**config.mk**
```make
export PLATFORM = sky130hd
export DESIGN_NAME = wb_port_sequencer
export DESIGN_NICKNAME = d
export VERILOG_FILES = /design/src/rtl/wb_port_sequencer.sv
export SDC_FILE = /design/constraint.sdc
export NUM_CORES = 1
export LEC_CHECK = 0
export ABC_AREA = 1
export BUFFER_PORTS_ARGS = -buffer_cell sky130_fd_sc_hd__buf_2
export CAP_MARGIN = 10
export CORE_MARGIN = 2
export CORE_UTILIZATION = 50
export DETAILED_ROUTE_END_ITERATION = 6
export GPL_ROUTABILITY_DRIVEN = 1
export PLACE_DENSITY = 0.78
export SYNTH_ARGS = -nofsm -noshare
export SYNTH_HDL_FRONTEND = slang
export SYNTH_SLANG_ARGS = --single-unit
export TNS_END_PERCENT = 100
```
**constraint.sdc**
```tcl
create_clock -name clk -period 8.2 [get_ports clk]
set_input_delay 1.64 -clock clk [delete_from_list [all_inputs] [get_ports clk]]
set_output_delay 1.64 -clock clk [all_outputs]
set_load 0.03 [all_outputs]
```
**src/rtl/wb_port_sequencer.sv**
```systemverilog
// Writeback port sequencer: turns one retiring instruction into zero, one or two
// register-file write cycles on a single write port (popq needs two).
module wb_port_sequencer #(
   parameter int DATA_W  = 64,
   parameter int NREG    = 15,
   parameter int RSP_IDX = 4
) (
   input  logic              clk,
   input  logic              rst,
   input  logic              in_valid,
   output logic              in_ready,
   input  logic [3:0]        icode,
   input  logic              Cnd,
   input  logic [3:0]        rA,
   input  logic [3:0]        rB,
   input  logic [DATA_W-1:0] valE,
   input  logic [DATA_W-1:0] valM,
   output logic              wr_en,
   output logic [3:0]        wr_addr,
   output logic [DATA_W-1:0] wr_data,
   output logic              done,
   output logic              busy,
   output logic              instr_err
);

   typedef enum logic [1:0] {IDLE, W1, W2} state_t;

   localparam logic [3:0] RSP_ADDR = 4'(RSP_IDX);
   localparam logic [3:0] IC_POPQ  = 4'hB;

   state_t              state, state_nx;
   logic [3:0]          cap_icode, cap_ra;
   logic [DATA_W-1:0]   cap_valm;

   logic                dec_sel, dec_en;
   logic [3:0]          dec_addr;
   logic [DATA_W-1:0]   dec_data;

   logic                wr_en_nx, done_nx, err_nx;
   logic [3:0]          wr_addr_nx;
   logic [DATA_W-1:0]   wr_data_nx;

   assign in_ready = (state == IDLE);
   assign busy     = (state != IDLE);

   // First-write decode, evaluated on the incoming operands so the W1 outputs
   // can be loaded into registers at the accept edge.
   always_comb begin
      // NOTE: every signal gets a default before the case so no path leaves it
      // unassigned; otherwise synthesis infers a latch.
      dec_sel  = 1'b1;
      dec_en   = 1'b1;
      dec_addr = rB;
      dec_data = valE;
      case (icode)
         4'h2:                dec_en = Cnd;
         4'h3, 4'h6:          ;
         4'h5: begin
            dec_addr = rA;
            dec_data = valM;
         end
         4'h8, 4'h9, 4'hA, 4'hB: dec_addr = RSP_ADDR;
         default: begin
            dec_sel = 1'b0;
            dec_en  = 1'b0;
         end
      endcase
      if (int'(dec_addr) >= NREG) dec_en = 1'b0;
   end

   always_comb begin
      state_nx   = state;
      wr_en_nx   = 1'b0;
      done_nx    = 1'b0;
      wr_addr_nx = wr_addr;
      wr_data_nx = wr_data;
      err_nx     = instr_err;
      case (state)
         IDLE: begin
            if (in_valid) begin
               state_nx = W1;
               wr_en_nx = dec_en;
               done_nx  = (icode != IC_POPQ);
               if (dec_sel) begin
                  wr_addr_nx = dec_addr;
                  wr_data_nx = dec_data;
               end
               if (icode >= 4'hC) err_nx = 1'b1;
            end
         end
         W1: begin
            if (cap_icode == IC_POPQ) begin
               // Second popq write lands after the %rsp update, so rA=%rsp ends at valM.
               state_nx   = W2;
               wr_en_nx   = (int'(cap_ra) < NREG);
               wr_addr_nx = cap_ra;
               wr_data_nx = cap_valm;
               done_nx    = 1'b1;
            end else begin
               state_nx = IDLE;
            end
         end
         W2:      state_nx = IDLE;
         default: state_nx = IDLE;
      endcase
   end

   // NOTE: sequential state uses non-blocking assignments so every register
   // samples pre-edge values, independent of statement order.
   always_ff @(posedge clk or posedge rst) begin
      if (rst) begin
         state     <= IDLE;
         wr_en     <= 1'b0;
         wr_addr   <= '0;
         wr_data   <= '0;
         done      <= 1'b0;
         instr_err <= 1'b0;
         cap_icode <= '0;
         cap_ra    <= '0;
         cap_valm  <= '0;
      end else begin
         state     <= state_nx;
         wr_en     <= wr_en_nx;
         wr_addr   <= wr_addr_nx;
         wr_data   <= wr_data_nx;
         done      <= done_nx;
         instr_err <= err_nx;
         if (state == IDLE && in_valid) begin
            cap_icode <= icode;
            cap_ra    <= rA;
            cap_valm  <= valM;
         end
      end
   end

endmodule
```
After elaboration in Yosys (flattened, before gate mapping) --
Index checks and enable logic that the tools add are counted. Widths: inputs -> output; s select.
Storage, ports and cells: bits of input ports 144, register bits after elaboration 145, word-level logic and storage cells 57, output and inout bits 73
Operators by class: magnitude comparators 3, reduce and logical (&&, ||, !) cells 9, muxes and demuxes 22, eq/ne operators 14
Operators with widths (count):
- $mux 64 | 4
- $pmux 64 s2 | 1
- $eq 4x4->1 const B | 5
- $pmux 4 s2 | 2
- $mux 4 | 3
- $eq 4x2->1 const B | 2
- $eq 4x3->1 const B | 2
- $ge 4x4->1 const B | 2
- $reduce_or 8->1 | 1
- $reduce_or 7->1 | 1
- $mux 1 | 6
- $pmux 1 s2 | 3
- $lt 4x4->1 const B | 1
- $mux 2 | 2
- $ne 2x2->1 const B | 2
- $ne 4x4->1 const B | 1
- $pmux 2 s2 | 1
- $reduce_and 4->1 | 1
- $reduce_bool 2->1 | 2
- $reduce_or 4->1 | 1
- $reduce_and 3->1 | 1
- $eq 2x1->1 const B | 1
- $logic_not 2->1 | 1
- $ne 2x1->1 const B | 1
- $logic_and 1x1->1 | 1

Longest topological paths before layout --
Gate-level depths: netlist of run 1.
word-level depth 7, gate-level depth with buffers 11

Worst setup path after synthesis of run 1 --
No wires, ideal clock.
kind register -> output, from register state[1], to output port busy, slack 5.394 ns, path buffers 0, data arrival time 1.166 ns, required time 6.560 ns, stages on the path, launching flop included 3, path through dfrtp_1 nor2_1 inv_1
On the way: cells in the longest elaborated chain, start to end 1
Ends and longest elaborated chain:
- start, declared | line 31 | state_t state, state_nx;
- start signal, assigned | line 122 | state <= state_nx;
- $reduce_bool 2->1 | line 44 | assign busy = (state != IDLE);
- end, declared | line 22 | output logic busy,
No other way between the ends.

Worst setup path after layout of run 1 --
from input port in_valid, to register wr_data[54]
On the way: cells in the longest elaborated chain, start to end 2
Ends and longest elaborated chain:
- start, declared | line 10 | input logic in_valid,
- $ne 2x2->1 (no source line)
- $reduce_and 4->1 (no source line)
- end signal, assigned | line 125 | wr_data <= wr_data_nx;
- end, declared | line 20 | output logic [DATA_W-1:0] wr_data,
No other way between the ends. A chain may end at the register's enable or synchronous reset.

==> results of run 1 <==
-- state kept, by name (all words and copies together), names as in the netlist --
register	flops
done	1
wr_data	64
cap_icode	4
instr_err	1
cap_ra	4
cap_valm	64
wr_addr	4
wr_en	1
state	2
-- placed cells by master (no fill, tap or decap), types with 5 or more instances in the layout --
cell type    n
buf_4        8
nor2_1      56
inv_1       30
dfrtp_1    145
clkinv_2     5
buf_2      216
o21ai_0     59
a31oi_1     48
clkbuf_16   17
nand3_1     77
nand2_1    460
clkbuf_8     6
-- layout make-up --
class,count,area (sq um),area share [%]
clock inverter,5,50.0,0.574
clock buffer,26,519,5.96
tap,180,225,2.58
multi-input combinational,712,3010,34.5
antenna,2,5.00,0.0574
timing repair buffer,224,1140,13.1
sequential,145,3630,41.6
inverter,36,141,1.62
-- worst paths after layout --
path,startpoint,endpoint,slack (ns),cells after the start
max,in_valid,wr_data[54]$_DFFE_PP0P_,4.39,10
min,instr_err$_DFFE_PP0P_,instr_err$_DFFE_PP0P_,0.46,1
max reg2reg,state[1]$_DFFE_PP0P_,wr_data[54]$_DFFE_PP0P_,4.97,10
min reg2reg,instr_err$_DFFE_PP0P_,instr_err$_DFFE_PP0P_,0.46,1
max in group asynchronous,rst,wr_data[54]$_DFFE_PP0P_,5.64,3
min in group asynchronous,rst,wr_data[27]$_DFFE_PP0P_,1.40,2
-- routing by layer --
metal	track usage, %	wire [um]	vias up
li1	-	-	3399
met3	5.67	1440	44
met4	11.5	514	2
met2	39.8	8750	284
met5	0	13	-
met1	35.6	8400	3208
-- cells by family (layout without fill, tap and decap cells) --
kind of cell	count (synthesis)	in the layout
other	0	2
flip-flops	145	145
buffers and inverters	101	291
AND/OR/NAND/NOR	604	604
AO/OA/AOI/OAI	108	108
-- cells in the mapped netlist, drive strengths merged --
master | count | share of area (%)
nand2 | 464 | 25
clkbuf | 25 | 1.3
nor2 | 60 | 3.4
a31o | 1 | 0.12
buf | 40 | 3.0
a31oi | 48 | 4.3
dfrtp | 145 | 51
inv | 36 | 1.9
o21ai | 59 | 4.2
nand4 | 3 | 0.27
nand3 | 77 | 5.5
-- power by group --
group | switching, mW | internal, mW
combinational | 0.455 | 0.210
clock | 0.284 | 0.462
sequential | 0.0882 | 0.872
total | 0.827 | 1.55
-- through the flow --
step | power, mW | area [sq um] | instances | hold WS [ns]
global route | 2.50 | 8710 | 1329 | 0.481
floorplan | 1.42 | 7060 | 958 | 0.450
finish | 2.37 | 8720 | 1330 | 0.464
detailed placement | 1.64 | 8140 | 1297 | 0.454
global placement | 1.62 | 8140 | 1297 | 0.446
CTS | 2.39 | 8710 | 1328 | 0.467
-- critical path, stage by stage --
cell     delay, ns
buf_2         0.09
nand2_2       0.04
buf_4         0.40
inv_2         0.11
buf_4         0.51
nand2_2       0.12
nand2_2       0.44
buf_4         0.54
nand2_1       0.12
nand2_1       0.09
==> results.toml, run 1 <==
[cts]
ctsHoldBuffers = 0
clkTransAtPathRegs_ns = 0.06
clock-sinks = 145
cts-resized-gates = 0
clock_latency_ns = 0.42
cts_tree = "done"
cts-root-buf = "clkbuf_16"
cts_buffer_depth = 2
cts_inserted_buffers = 17
cts.htree.levels = 4
postCtsSetupBuffers = 0

[critical_path]
arrival_ns = 4.16
worstPathRequired_ns = 8.55
cp-end-kind = "flip-flop"
critical_path_class = "in2reg"
startpoint_type = "primary input"
crit_fanout = 92

[timing]
setup_viol = 0
drv_slew = 0
relSlewSlack_pct = 28.5
rsz0062_at_grt = "no"
tightest_slew_ns = 1.07
hold_viol = 0
fin_crit_sh_pct = 46.4
tns_ns = 0
max_clock_freq_ghz = 0.263
finalClockSkew_ns = 0.00551
post-route-min-period_ns = 3.81
setup_ws_ns = 4.39

[logic_synthesis]
muxShareOfSynthArea_pct = 0
syn_nets = 1102
yosys.area_share.simple_pct = 33.8
synth_seq_cells = 145
synthAdderAreaFrac_pct = 0
synth.avg_cell_area_sq_um = 7.37
synth-xor-area-share_pct = 0
synth-compound-area-share_pct = 8.55
syn_area_sq_mm = 0.00706
synth_top_family_by_area = "simple AND/OR/NAND/NOR gates"
yosysWarnings = 0
synth_cell_types = 18
syn_inst = 958
seq_area_frac_synth_pct = 51.4

[place]
portBuffers = 216
place_congestion = 0.776
place_hpwl_mm = 11.6
dp_slack_ns = 3.93

[routing]
vias = 6937
drt-total-wl_mm = 19.1
ant_nets = 0
post-route-drc-count = 0
viasPerCell = 5.22
drtIter0Drc = 481
first_pass_iters = 6
post_drt_wl_per_cell_um = 14.4

[outcome]
status = "finished clean"

[finish]
fillers = 1224
synthToLayoutAreaGrowth_pct = 23.4
final_util_pct = 63.0
drive_gt1_share_pct = 23.3
layout.nets = 1280

[grt]
grt_pass1_wl_mm = 30.8
antenna_found_initial = 3
grt-ovfl-total = 0
track_usage_pct = 26.0
first_global_vias = 6411
grt_max_degree = 103

[floorplan]
io_pins = 217
die_h_um = 123
die-width_um = 123
num_rows = 43
core-area_sq_mm = 0.0138
die_area_sq_mm = 0.0151
initial_core_util_pct = 51.1

[job]
maxCapViolations = 0

[worst_hold_path]
hp-class = "reg2reg"

[power_and_ir_drop]
power_density_mw_per_mm2 = 272
power.leakage_nw = 4.82
ir_worst_vdd_mv = 0.167
Note: power is estimated with default switching activity, not from simulation.
==> inputs of run 2 (changes only) <==
==> constraint.sdc (replaced) <==
create_clock -name clk -period 3.9 [get_ports clk]
set_input_delay 0.78 -clock clk [delete_from_list [all_inputs] [get_ports clk]]
set_output_delay 0.78 -clock clk [all_outputs]
set_load 0.03 [all_outputs]
==> run 2 against run 1 <==
- global-route usage fell by 0.14 points
- sequential power rose by 110%
- first-iteration DRC count rose by 4.6%
- critical path depth fell by 8
- via count fell by 0.10%
- die area did not move
- hold slack improved by 0.0054 ns
- critical path type is now reg2out
==> results.toml, run 2 (synthesized netlist as in run 1, its figures left out) <==
[outcome]
status = "finished clean"

[critical_path]
worstPathRequired_ns = 3.12
crit_fanout = 3
path_cells = "nor2_1 > buf_2"
max_stage_delay_ns = 0.40
slowest_stage = "dfrtp_1"
startpoint_type = "flip-flop"
cp-end-kind = "output port"
reg2reg_setup_slack_ns = 1.91
critical_path_class = "reg2out"
critical_path.top_delay_family = "flip-flops"
arrival_ns = 1.43
crit_buf_inv = 1

[cts]
cts-resized-gates = 0
cts_inserted_buffers = 17
clock-sinks = 145
cts_buffer_depth = 2
cts_tree = "done"
ctsHoldBuffers = 0
cts-root-buf = "clkbuf_16"
postCtsSetupBuffers = 0
clock_latency_ns = 0.41
clkTransAtPathRegs_ns = 0.06
cts.htree.levels = 4

[timing]
holdWs_ns = 0.470
relSlewSlack_pct = 27.8
tightest_slew_ns = 1.08
rsz0062_at_grt = "no"
max_clock_freq_ghz = 0.453
setup_viol = 0
finalClockSkew_ns = 0.00585
hold_viol = 0
post-route-min-period_ns = 2.21
drv_slew = 0
tns_ns = 0
fin_crit_sh_pct = 56.5

[grt]
antenna_found_initial = 2
track_usage_pct = 25.9
grt-ovfl-total = 0
grt_max_degree = 146
first_global_vias = 6236
grt_pass1_wl_mm = 30.4

[worst_hold_path]
hp-class = "reg2reg"

[finish]
final_util_pct = 63.3
layout.nets = 1281
fillers = 1218
reg.largest.list = "cap_valm: 64 flops, wr_data: 64 flops"
final_cell_count_no_fill = 1331
drive_gt1_share_pct = 23.2
final_cell_mix = "nand2_1, buf_2, dfrtp_1"
synthToLayoutAreaGrowth_pct = 23.8
final_common_cell = "nand2_1"

[floorplan]
io_pins = 217
num_rows = 43
core-area_sq_mm = 0.0138
initial_core_util_pct = 51.1
die_h_um = 123
die_area_sq_mm = 0.0151
die-width_um = 123

[place]
place_congestion = 0.805
portBuffers = 216
place_inst = 1298
place_hpwl_mm = 11.5

[routing]
drt-total-wl_mm = 19.2
post_drt_wl_per_cell_um = 14.4
post-route-drc-count = 0
drtIter0Drc = 503
vias = 6930
first_pass_iters = 6
viasPerCell = 5.21
ant_nets = 0

[power_and_ir_drop]
p_seq_share_pct = 40.3
p_sw_share_pct = 34.7
p_int_mw = 3.27
netSwitchingPower_mw = 1.73
power.leakage_nw = 4.83
clkPwrFrac_pct = 31.5
power_density_mw_per_mm2 = 572
power_frac_comb_pct = 28.2
ir_worst_vdd_mv = 0.279

[job]
maxCapViolations = 0
## run 2: final cells by class
type | count | area [sq um] | share of cell area, %
clock inverter | 6 | 80.1 | 0.915
antenna | 2 | 5.00 | 0.0572
inverter | 36 | 140 | 1.60
clock buffer | 25 | 485 | 5.55
multi-input combinational | 712 | 3010 | 34.4
sequential | 145 | 3630 | 41.5
timing repair buffer | 225 | 1170 | 13.4
tap | 180 | 225 | 2.57
## run 2: worst paths after layout
check,end,depth (start not counted),startpoint
hold / removal,instr_err$_DFFE_PP0P_,1,instr_err$_DFFE_PP0P_
min in group asynchronous,wr_data[1]$_DFFE_PP0P_,3,rst
hold reg to reg,instr_err$_DFFE_PP0P_,1,instr_err$_DFFE_PP0P_
max in group asynchronous,cap_valm[13]$_DFFE_PP0P_,3,rst
setup / recovery,in_ready,2,state[1]$_DFFE_PP0P_
setup reg to reg,wr_data[47]$_DFFE_PP0P_,8,state[1]$_DFFE_PP0P_
## run 2: layer usage
metal,GRT usage [%],wire length (um)
met1,34.8,8450
met3,5.81,1430
met5,0,11
met4,9.20,331
met2,41.2,8970
## run 2: per-stage QoR
| stage | worst slack [ns] | power, mW | instance area (sq um) |
|---|---|---|---|
| 2_1_floorplan | 1.30 | 2.99 | 7070 |
| 3_3_place_gp | 1.38 | 3.43 | 8180 |
| 3_5_place_dp | 1.36 | 3.45 | 8180 |
| 4_1_cts | 1.68 | 5.04 | 8740 |
| 5_1_grt | 1.49 | 5.26 | 8740 |
| 6_report | 1.69 | 5.00 | 8750 |
## run 2: power by group through the flow
| stage | Combinational [mW] | Clock, mW | Sequential, mW |
|---|---|---|---|
| 2_1_floorplan | 0.534 | 0 | 2.45 |
| 3_3_place_gp | 1.40 | 0 | 2.03 |
| 3_5_place_dp | 1.42 | 0 | 2.03 |
| 4_1_cts | 1.42 | 1.60 | 2.02 |
| 5_1_grt | 1.55 | 1.66 | 2.05 |
| 6_report | 1.41 | 1.58 | 2.02 |
==> inputs of run 3 (changes only) <==
==> constraint.sdc (replaced) <==
create_clock -name clk -period 2.1 [get_ports clk]
set_input_delay 0.42 -clock clk [delete_from_list [all_inputs] [get_ports clk]]
set_output_delay 0.42 -clock clk [all_outputs]
set_load 0.03 [all_outputs]
==> run 3 against run 2 <==
- clock skew is 0.0047 ns higher
- highest routed layer unchanged
- die area is the same
- count of clock-buffer cells in the layout grew 1
- combinational power up 87%
- via count is 0.98% higher
- sequential power up 86%
- global-route usage increased by 0.50 points
- critical endpoint unchanged
==> results.toml, run 3 (synthesized netlist as in run 1, its figures left out) <==
[finish]
final_util_pct = 63.9
layout.nets = 1291
final_cell_mix = "nand2_1, buf_2, dfrtp_1"
reg.largest.list = "cap_valm: 64 flops, wr_data: 64 flops"
drive_gt1_share_pct = 23.7
final_common_cell = "nand2_1"
synthToLayoutAreaGrowth_pct = 25.1
final_cell_count_no_fill = 1341
fillers = 1223

[cts]
cts-resized-gates = 0
clkTransAtPathRegs_ns = 0.06
ctsHoldBuffers = 0
cts-root-buf = "clkbuf_16"
postCtsSetupBuffers = 0
clock-sinks = 145
cts.htree.levels = 4
cts_buffer_depth = 2
cts_inserted_buffers = 17
cts_tree = "done"
clock_latency_ns = 0.42

[floorplan]
initial_core_util_pct = 51.1
core-area_sq_mm = 0.0138
num_rows = 43
die-width_um = 123
io_pins = 217
die_h_um = 123
die_area_sq_mm = 0.0151

[critical_path]
cp-end-kind = "output port"
path_cells = "nor2_1 > buf_2"
reg2reg_depth = 8
critical_path_class = "reg2out"
startpoint_type = "flip-flop"
max_stage_delay_ns = 0.40
reg2reg_setup_slack_ns = 0.36
arrival_ns = 1.36
crit_fanout = 3
worstPathRequired_ns = 1.68
slowest_stage = "dfrtp_1"

[routing]
first_pass_iters = 5
vias = 6998
post-route-drc-count = 0
drt-total-wl_mm = 19.4
post_drt_wl_per_cell_um = 14.5
drtIter0Drc = 584
ant_nets = 0
viasPerCell = 5.22

[timing]
setup_viol = 0
tns_ns = 0
fin_crit_sh_pct = 84.9
finalClockSkew_ns = 0.0106
max_clock_freq_ghz = 0.561
holdWs_ns = 0.158
tightest_slew_ns = 0.651
post-route-min-period_ns = 1.78
hold_viol = 0
drv_slew = 0
rsz0062_at_grt = "no"
relSlewSlack_pct = 56.6

[grt]
antenna_found_initial = 2
first_global_vias = 6456
track_usage_pct = 26.4
grt-ovfl-total = 0
grt_max_degree = 96
grt_pass1_wl_mm = 31.0

[worst_hold_path]
hp-class = "in2async"

[power_and_ir_drop]
power_mw = 9.29
power_density_mw_per_mm2 = 1050
power.leakage_nw = 4.88
ir_worst_vdd_mv = 0.536

[place]
place_congestion = 0.815
place_hpwl_mm = 12.5
portBuffers = 216
place_inst = 1308

[job]
maxCapViolations = 0

[outcome]
status = "finished clean"
[run 3: stage by stage]
stage / setup WS (ns) / area (sq um)
2_1_floorplan: -0.139 / 7070
3_3_place_gp: 0.310 / 8280
3_5_place_dp: 0.240 / 8280
4_1_cts: 0.284 / 8840
5_1_grt: 0.204 / 8840
6_report: 0.318 / 8840
[run 3: worst paths after layout]
kind                                     startpoint                  endpoint
max                            state[1]$_DFFE_PP0P_                  in_ready
min                                             rst  cap_valm[62]$_DFFE_PP0P_
max reg2reg                    state[1]$_DFFE_PP0P_   wr_data[17]$_DFFE_PP0P_
min reg2reg                cap_valm[33]$_DFFE_PP0P_  cap_valm[33]$_DFFE_PP0P_
max in group asynchronous                       rst  cap_valm[10]$_DFFE_PP0P_
min in group clk                           valM[26]  cap_valm[26]$_DFFE_PP0P_
[run 3: final cells by class]
type                            count  area, sq um  area share (%)
Clock inverter                      6         80.1           0.906
Timing Repair Buffer              235         1270            14.4
Sequential cell                   145         3630            41.0
Clock buffer                       26          479            5.42
Tap cell                          180          225            2.55
Inverter                           36          140            1.59
Antenna cell                        1         2.50          0.0283
Multi-Input combinational cell    712         3010            34.1
[run 3: worst max-delay path, delay by kind of cell, from the launching register on]
family	cells	cell delay, ns
and+or+nand+nor	1	0.28
DFF	1	0.40
buffers and inverters	1	0.27
[run 3: power by group]
group / switching, mW / internal [mW] / total [mW]
Sequential: 0.343 / 3.41 / 3.75
Combinational: 1.79 / 0.845 / 2.64
Clock: 1.10 / 1.80 / 2.90
[run 3: metal layers]
metal	up-vias	part of all wire [%]	GRT usage, %
met1	3252	43	35.5
li1	3429	-	-
met2	290	48	41.5
met3	25	7.8	6.32
met5	-	0.067	0
met4	2	1.4	9.77
